## config.mk

```make
export PLATFORM = sky130hd
export DESIGN_NAME = measure_sig_freq
export DESIGN_NICKNAME = d
export VERILOG_FILES = /design/src/rtl/measure_sig_freq.sv
export SDC_FILE = /design/constraint.sdc
export NUM_CORES = 1
export LEC_CHECK = 0
export BUFFER_PORTS_ARGS = -buffer_cell sky130_fd_sc_hd__buf_2
export CAP_MARGIN = 15
export CELL_PAD_IN_SITES_DETAIL_PLACEMENT = 0
export CELL_PAD_IN_SITES_GLOBAL_PLACEMENT = 1
export CORE_ASPECT_RATIO = 1.4
export CORE_MARGIN = 10
export CORE_UTILIZATION = 49
export CTS_CLUSTER_SIZE = 10
export DETAILED_ROUTE_END_ITERATION = 12
export GPL_TIMING_DRIVEN = 1
export PLACE_DENSITY = 0.9
export SYNTH_ARGS = -nofsm -noshare
export SYNTH_HDL_FRONTEND = slang
export SYNTH_SLANG_ARGS = --single-unit
```

## constraint.sdc

```tcl
create_clock -name clk -period 7.2 [get_ports clk]
set_input_delay 2.16 -clock clk [delete_from_list [all_inputs] [get_ports clk]]
set_output_delay 2.16 -clock clk [all_outputs]
set_load 0.01 [all_outputs]
```

## src/rtl/measure_sig_freq.sv

```systemverilog
// Gate-window frequency counter: counts rising edges of sig over CLK_HZ/GATE_DIV clocks, reports Hz.
// Result lands GATE_CYCLES clocks after en is sampled; no backpressure, valid is a one-cycle pulse.
module measure_sig_freq #(
  parameter int CLK_HZ   = 50_000_000,
  parameter int GATE_DIV = 10
) (
  input  logic        clk,
  input  logic        rst_n,
  input  logic        en,
  input  logic        sig,
  output logic [15:0] freq,
  output logic        valid,
  output logic        overflow,
  output logic        busy
);

  localparam int GATE_CYCLES = CLK_HZ / GATE_DIV;
  localparam int GW = (GATE_CYCLES > 1) ? $clog2(GATE_CYCLES) : 1;
  localparam logic [GW-1:0] GATE_LAST = GW'(GATE_CYCLES - 1);

  typedef enum logic [1:0] {IDLE, GATE, LATCH} state_t;

  state_t        state, state_nxt;
  logic          sync1, sync2, sig_prev, rise;
  logic [GW-1:0] gate_cnt, gate_cnt_nxt;
  logic [31:0]   edge_cnt, edge_cnt_nxt, edge_inc;
  logic [47:0]   prod;
  logic          load;

  always_ff @(posedge clk or negedge rst_n) begin
    if (!rst_n) begin
      sync1    <= 1'b0;
      sync2    <= 1'b0;
      sig_prev <= 1'b0;
    end else begin
      sync1    <= sig;
      sync2    <= sync1;
      sig_prev <= sync2;
    end
  end

  assign rise     = sync2 & ~sig_prev;
  assign edge_inc = (rise && (edge_cnt != '1)) ? edge_cnt + 32'd1 : edge_cnt;

  always_comb begin
    state_nxt    = state;
    gate_cnt_nxt = gate_cnt;
    edge_cnt_nxt = edge_cnt;
    load         = 1'b0;
    case (state)
      IDLE: begin
        if (en) begin
          state_nxt    = GATE;
          gate_cnt_nxt = '0;
          edge_cnt_nxt = '0;
        end
      end
      GATE: begin
        if (!en) begin
          state_nxt = IDLE;
        end else if (gate_cnt == GATE_LAST) begin
          // the edge seen in the last gate cycle still belongs to this window
          state_nxt    = LATCH;
          edge_cnt_nxt = edge_inc;
          load         = 1'b1;
        end else begin
          gate_cnt_nxt = gate_cnt + GW'(1);
          edge_cnt_nxt = edge_inc;
        end
      end
      LATCH: begin
        gate_cnt_nxt = '0;
        edge_cnt_nxt = '0;
        state_nxt    = en ? GATE : IDLE;
      end
      default: state_nxt = IDLE;
    endcase
  end

  assign prod = {16'd0, edge_cnt_nxt} * 48'(GATE_DIV);

  always_ff @(posedge clk or negedge rst_n) begin
    if (!rst_n) begin
      state    <= IDLE;
      gate_cnt <= '0;
      edge_cnt <= '0;
      freq     <= 16'd0;
      overflow <= 1'b0;
      valid    <= 1'b0;
    end else begin
      state    <= state_nxt;
      gate_cnt <= gate_cnt_nxt;
      edge_cnt <= edge_cnt_nxt;
      valid    <= load;
      if (load) begin
        freq     <= (prod > 48'd65535) ? 16'hFFFF : prod[15:0];
        overflow <= (prod > 48'd65535);
      end
    end
  end

  assign busy = (state != IDLE);

endmodule

```

# After elaboration in Yosys (flattened, before gate mapping)
# Index checks and enable logic that the tools add are counted.
# word_totals
regBits	78
in_bits	4
# classes
addsub	2
mul	1
magnitude_cmp	1
n_eq_ne	8
muxes	17
bitwise	2
n_reduce_logical	6
# op_table
cell	n
2-to-1 mux 32 bit	3
one-hot mux 32 bit (3 select lines)	1
2-to-1 mux 23 bit	3
one-hot mux 23 bit (3 select lines)	1
> comparator 36 x 16 -> 1 bit, second input constant	1
multiplier 32 x 3 -> 35 bit, second input constant	1
adder 32 x 1 -> 32 bit, second input constant	1
inequality test 32 bit, second input constant	1
adder 23 x 1 -> 23 bit, second input constant	1
equality test 23 bit, second input constant	1
2-to-1 mux 16 bit	1
2-to-1 mux 2 bit	3
inequality test 2 bit, second input constant	3
one-hot mux 2 bit (3 select lines)	1
2-to-1 mux 1 bit	4
AND reduction 4 bit	1
inequality test 3 bit, second input constant	1
nonzero test 3 bit	1
equality test 2 x 1 -> 1 bit, second input constant	1
equality test 2 bit, second input constant	1
logical NOT 2 bit	1
AND reduction 2 bit	1
nonzero test 2 bit	1
AND 1 bit	1
other kinds (2)	2

# Logic depth before layout (Yosys ltp)
# logic_depth
depth_word	9
mapped_depth	23
ltp_nobuf	22

# Worst setup path before layout
# OpenSTA, ideal clock, no wires.
# synth_timing
path_kind	input port to flip-flop
start	input port en
end	register freq[10]
t_arrival_ns	6.650
t_required_ns	7.070
path_slack_ns	0.420
stages	20
n_path_buf	1
cell_sequence	inv_1 nor3b_1 nand4_1 nor3_1 and2_1 and3_1 nand4_1 mux2i_1 ha_1 ha_1 and2_1 a221o_1 or2_1 o221ai_1 a2111oi_0 o21ba_2 nand4b_4 nor4_4 buf_6 a31oi_1
# synth_between
elab_chain_cells	5
# synth_rtl
item	line	text
start, declared	9	input logic en,
2-to-1 mux 32 bit, on equally long branches	59, 52	
one-hot mux 32 bit (3 select lines) (*)	50	case (state)
net edge_cnt_nxt[27]	26	logic [31:0] edge_cnt, edge_cnt_nxt, edge_inc;
multiplier 32 x 3 -> 35 bit (*)	80	assign prod = {16'd0, edge_cnt_nxt} * 48'(GATE_DIV);
> comparator 36 x 16 -> 1 bit (*)	96	freq <= (prod > 48'd65535) ? 16'hFFFF : prod[15:0];
2-to-1 mux 16 bit (*)	96	
end signal, assigned	96	
end, declared	11	output logic [15:0] freq,
# Mark *: on every way through the listed nets, which the timed path passes. The rest lies on a longest branch.
# A chain may end at the register's enable or synchronous reset.

# Worst setup path in the final report
# Ends and elaborated chain as after synthesis.

==> flow_metrics.py <==
metrics = {
    "synthesis": {
        "ys_seq_area_frac": 0.326,
        "postSynthAreaPerCell_sq_um": 8.72,
        "synth_top_cells_by_area": "sky130_fd_sc_hd__dfrtp_1, sky130_fd_sc_hd__ha_1, sky130_fd_sc_hd__nand2_1",
        "count_of_cell_types_in_the_netlist": 70,
        "yosys.area.top_type": "sky130_fd_sc_hd__dfrtp_1",
        "synth_edf_count": 0,
        "synth_top_area_share": 0.326,
        "post_synthesis_async_set_or_reset_flop_share": 1.00,
        "synth_top_family_by_area": "simple AND/OR/NAND/NOR gates",
        "yosys-mux-area-fraction": 0.0254,
        "synth-seq-cells": 77,
        "synth-simple-area-share": 0.243,
        "yosys_warnings": 0,
        "syn_nets": 744,
        "post_synth_design_cell_area_sq_um": 5910,
        "synthFlopType": "sky130_fd_sc_hd__dfrtp_1",
        "synthCells": 677,
        "yosys.area_share.adder": 0.135,
        "synth-compound-area-share": 0.182,
        "synth_xor_area_frac": 0.0564,
    },
    "route": {
        "first_pass_iteration_count_of_the_detailed_router": 4,
        "avgViaCountPerCell": 6.00,
        "route.detailed.drc": 0,
        "routed_len_inst_um": 17.6,
        "first_iter_violations": 201,
        "num_vias": 5175,
        "drt-met1-wl_mm": 6.13,
        "met3WireLength_um": 368,
        "final_antenna_net_count": 0,
        "met2_wirelength_mm": 8.25,
        "route.top_layer_used": "met4",
        "detail_route.wirelength_mm": 15.1,
    },
    "outcome": {
        "run_status": "finished clean",
    },
    "final_layout": {
        "num-nets-final": 777,
        "final_util": 0.558,
        "final_common_cell": "sky130_fd_sc_hd__dfrtp_1",
        "final_cell_mix": "sky130_fd_sc_hd__dfrtp_1, sky130_fd_sc_hd__nand2_1, sky130_fd_sc_hd__nor2_1",
        "nFillCells": 1058,
        "layout-area-overhead-vs-synth_pct": 11.7,
        "final_layout_size_suffix_gt1_frac": 0.113,
        "num_antenna_cells": 0,
        "finish.instance_area_sq_um": 6600,
    },
    "min_path": {
        "timing.hold.worst.class": "reg2reg",
    },
    "setup_path": {
        "worst-endpoint-arrival_ps": 6930,
        "endpoint_kind": "register",
        "critical_path_required_ps": 7380,
        "crit_fanout": 16,
        "worst_setup_path_start_kind": "input pin",
        "class_of_the_most_critical_setup_path": "in2reg",
    },
    "timing": {
        "report.final.hold_viol_count": 0,
        "finalCriticalPeriod_ps": 6740,
        "finalCritPeriodShare": 0.936,
        "max_slew.worst_pin.slew_ps": 1100,
        "slew_violations": 0,
        "grt_setup_unrepaired": "false",
        "max_freq_mhz": 148,
        "fin_worst_skew_ps": 10.1,
        "final-setup-viol-count": 0,
        "finalSetupTns_ps": 0,
        "max_slew_margin": 0.261,
    },
    "cts": {
        "postCtsSetupBuffers": 0,
        "cts_tree": "yes",
        "htree_num_levels": 3,
        "cts_resized": 0,
        "clk_pin_slew_ps": 60,
        "cts_buffer_depth": 2,
        "cts-buffers-inserted": 9,
        "cts_num_sinks": 77,
        "clk_lat_worst_skew_ps": 340,
        "hold_buffers": 0,
        "clock-root-buffer": "sky130_fd_sc_hd__clkbuf_16",
    },
    "place": {
        "gpl.final_weighted_congestion": 0.925,
        "numPortBuffers": 22,
        "dp_hpwl_mm": 11.8,
        "dpl-instance-area_sq_um": 6260,
    },
    "die": {
        "die_y_um": 150,
        "num_io_pins": 23,
        "placeableCoreArea_sq_um": 11800,
        "initial_core_util": 0.500,
        "std_cell_rows": 47,
        "floorplan.die.width_um": 113,
        "die_area_sq_um": 16900,
    },
    "grt": {
        "gr-usage-all-layers": 0.181,
        "largest_net_degree_at_the_start_of_global_routing": 78,
        "first_global_vias": 5223,
        "grt_first_pass_wirelength_mm": 25.6,
        "antenna_found_initial": 0,
        "overall_overflow_remaining_after_global_route": 0,
    },
    "pwr": {
        "power_leakage_nw": 3.23,
        "post-layout-total-power_mw": 0.999,
        "power_density_nw_per_um2": 151,
        "power.ir.vdd_worst_uv": 90.7,
    },
    "run": {
        "max-cap-violations": 0,
    },
}
[sequential cells by signal, indices dropped and copies added (netlist names)]
| register | count |
|---|---|
| edge_cnt | 32 |
| gate_cnt | 23 |
| freq | 16 |
| state | 2 |
| sig_prev | 1 |
| sync1 | 1 |
| sync2 | 1 |
| valid | 1 |
[synth_stat cells (4+ instances only)]
cell type                  number
sky130_fd_sc_hd__o22ai_1        4
sky130_fd_sc_hd__nand4_1       25
sky130_fd_sc_hd__buf_2          7
sky130_fd_sc_hd__and2_1         4
sky130_fd_sc_hd__xnor2_1       16
sky130_fd_sc_hd__a31oi_1       17
sky130_fd_sc_hd__or2_2          4
sky130_fd_sc_hd__o21bai_1       4
sky130_fd_sc_hd__nor2_1        69
sky130_fd_sc_hd__mux2i_1       15
sky130_fd_sc_hd__xor2_1        22
sky130_fd_sc_hd__and3_1        10
sky130_fd_sc_hd__a211oi_1       8
sky130_fd_sc_hd__or3_1          4
sky130_fd_sc_hd__nand3_1       34
sky130_fd_sc_hd__a21oi_1       44
sky130_fd_sc_hd__dfrtp_1       77
sky130_fd_sc_hd__o21ai_0       33
sky130_fd_sc_hd__nor4_1         6
sky130_fd_sc_hd__nor3_1        12
sky130_fd_sc_hd__clkbuf_1      12
sky130_fd_sc_hd__inv_1         22
sky130_fd_sc_hd__o211ai_1       7
sky130_fd_sc_hd__nand2_1       71
sky130_fd_sc_hd__a21o_1        13
sky130_fd_sc_hd__ha_1          62
sky130_fd_sc_hd__and4_1         6
sky130_fd_sc_hd__nand2b_1       4
[critical path, stage by stage]
cell and delay [ps]:
sky130_fd_sc_hd__buf_2 140, sky130_fd_sc_hd__inv_1 100, sky130_fd_sc_hd__nor3b_1 200, sky130_fd_sc_hd__buf_4 160
sky130_fd_sc_hd__nand2_1 100, sky130_fd_sc_hd__nor3_1 190, sky130_fd_sc_hd__buf_4 170, sky130_fd_sc_hd__nand4_1 120
sky130_fd_sc_hd__nor3_1 170, sky130_fd_sc_hd__a21oi_1 50, sky130_fd_sc_hd__o21ai_0 360, sky130_fd_sc_hd__ha_1 310
sky130_fd_sc_hd__ha_1 390, sky130_fd_sc_hd__nand2_1 220, sky130_fd_sc_hd__nor3_1 100, sky130_fd_sc_hd__nor4_2 350
sky130_fd_sc_hd__a21oi_1 200, sky130_fd_sc_hd__o311ai_0 450, sky130_fd_sc_hd__xor2_1 270, sky130_fd_sc_hd__nand4_1 170
sky130_fd_sc_hd__nor4_4 150, sky130_fd_sc_hd__buf_4 250, sky130_fd_sc_hd__a31oi_1 110
[per-layer routing]
| metal | global-route usage | vias up |
|---|---|---|
| met2 | 0.345 | 91 |
| met3 | 0.0204 | 30 |
| met1 | 0.196 | 2467 |
| met4 | 0.0732 | 0 |
| met5 | 0 | - |
| li1 | - | 2587 |
[final timing paths]
check / end / cells past startpoint / startpoint / slack [ps]
min reg2reg: sync2 / 0 / sync1 / 350
max: freq[10] / 23 / en / 460
max reg2reg: freq[10] / 22 / edge_cnt[3] / 1430
min in group asynchronous: gate_cnt[16] / 1 / rst_n / 1960
min: sync2 / 0 / sync1 / 350
max in group asynchronous: edge_cnt[29] / 1 / rst_n / 4600
[metrics by stage]
step	setup WS, ps	hold slack [ps]	cells
global route	19.2	378	862
floorplan	420	331	677
CTS	470	360	862
global placement	183	340	846
detailed placement	154	346	846
finish	459	355	862
[final cells by class]
cell class / count / area, sq um / share of cell area
Inverter: 22 / 82.6 / 0.0125
Clock buffer: 9 / 225 / 0.0341
Sequential cell: 77 / 1930 / 0.292
Timing Repair Buffer: 44 / 278 / 0.0421
Multi-Input combinational cell: 556 / 3790 / 0.574
Clock inverter: 7 / 111 / 0.0169
Tap cell: 147 / 184 / 0.0279
[cells by family after synthesis]
family | count (synthesis)
buffers and inverters | 44
and+or+nand+nor | 274
adders and majority gates | 63
DFF | 77
AOI/OAI and AO/OA | 166
xor gates and xnor gates | 38
muxes | 15
[report_power, final]
part	internal [mW]	leakage (nW)	switching, mW	total (mW)
Clock	0.313	0.166	0.202	0.515
Combinational	0.0123	2.00	0.0265	0.0387
Sequential	0.438	1.06	0.00745	0.445
Power figures use the tool's default switching activity.
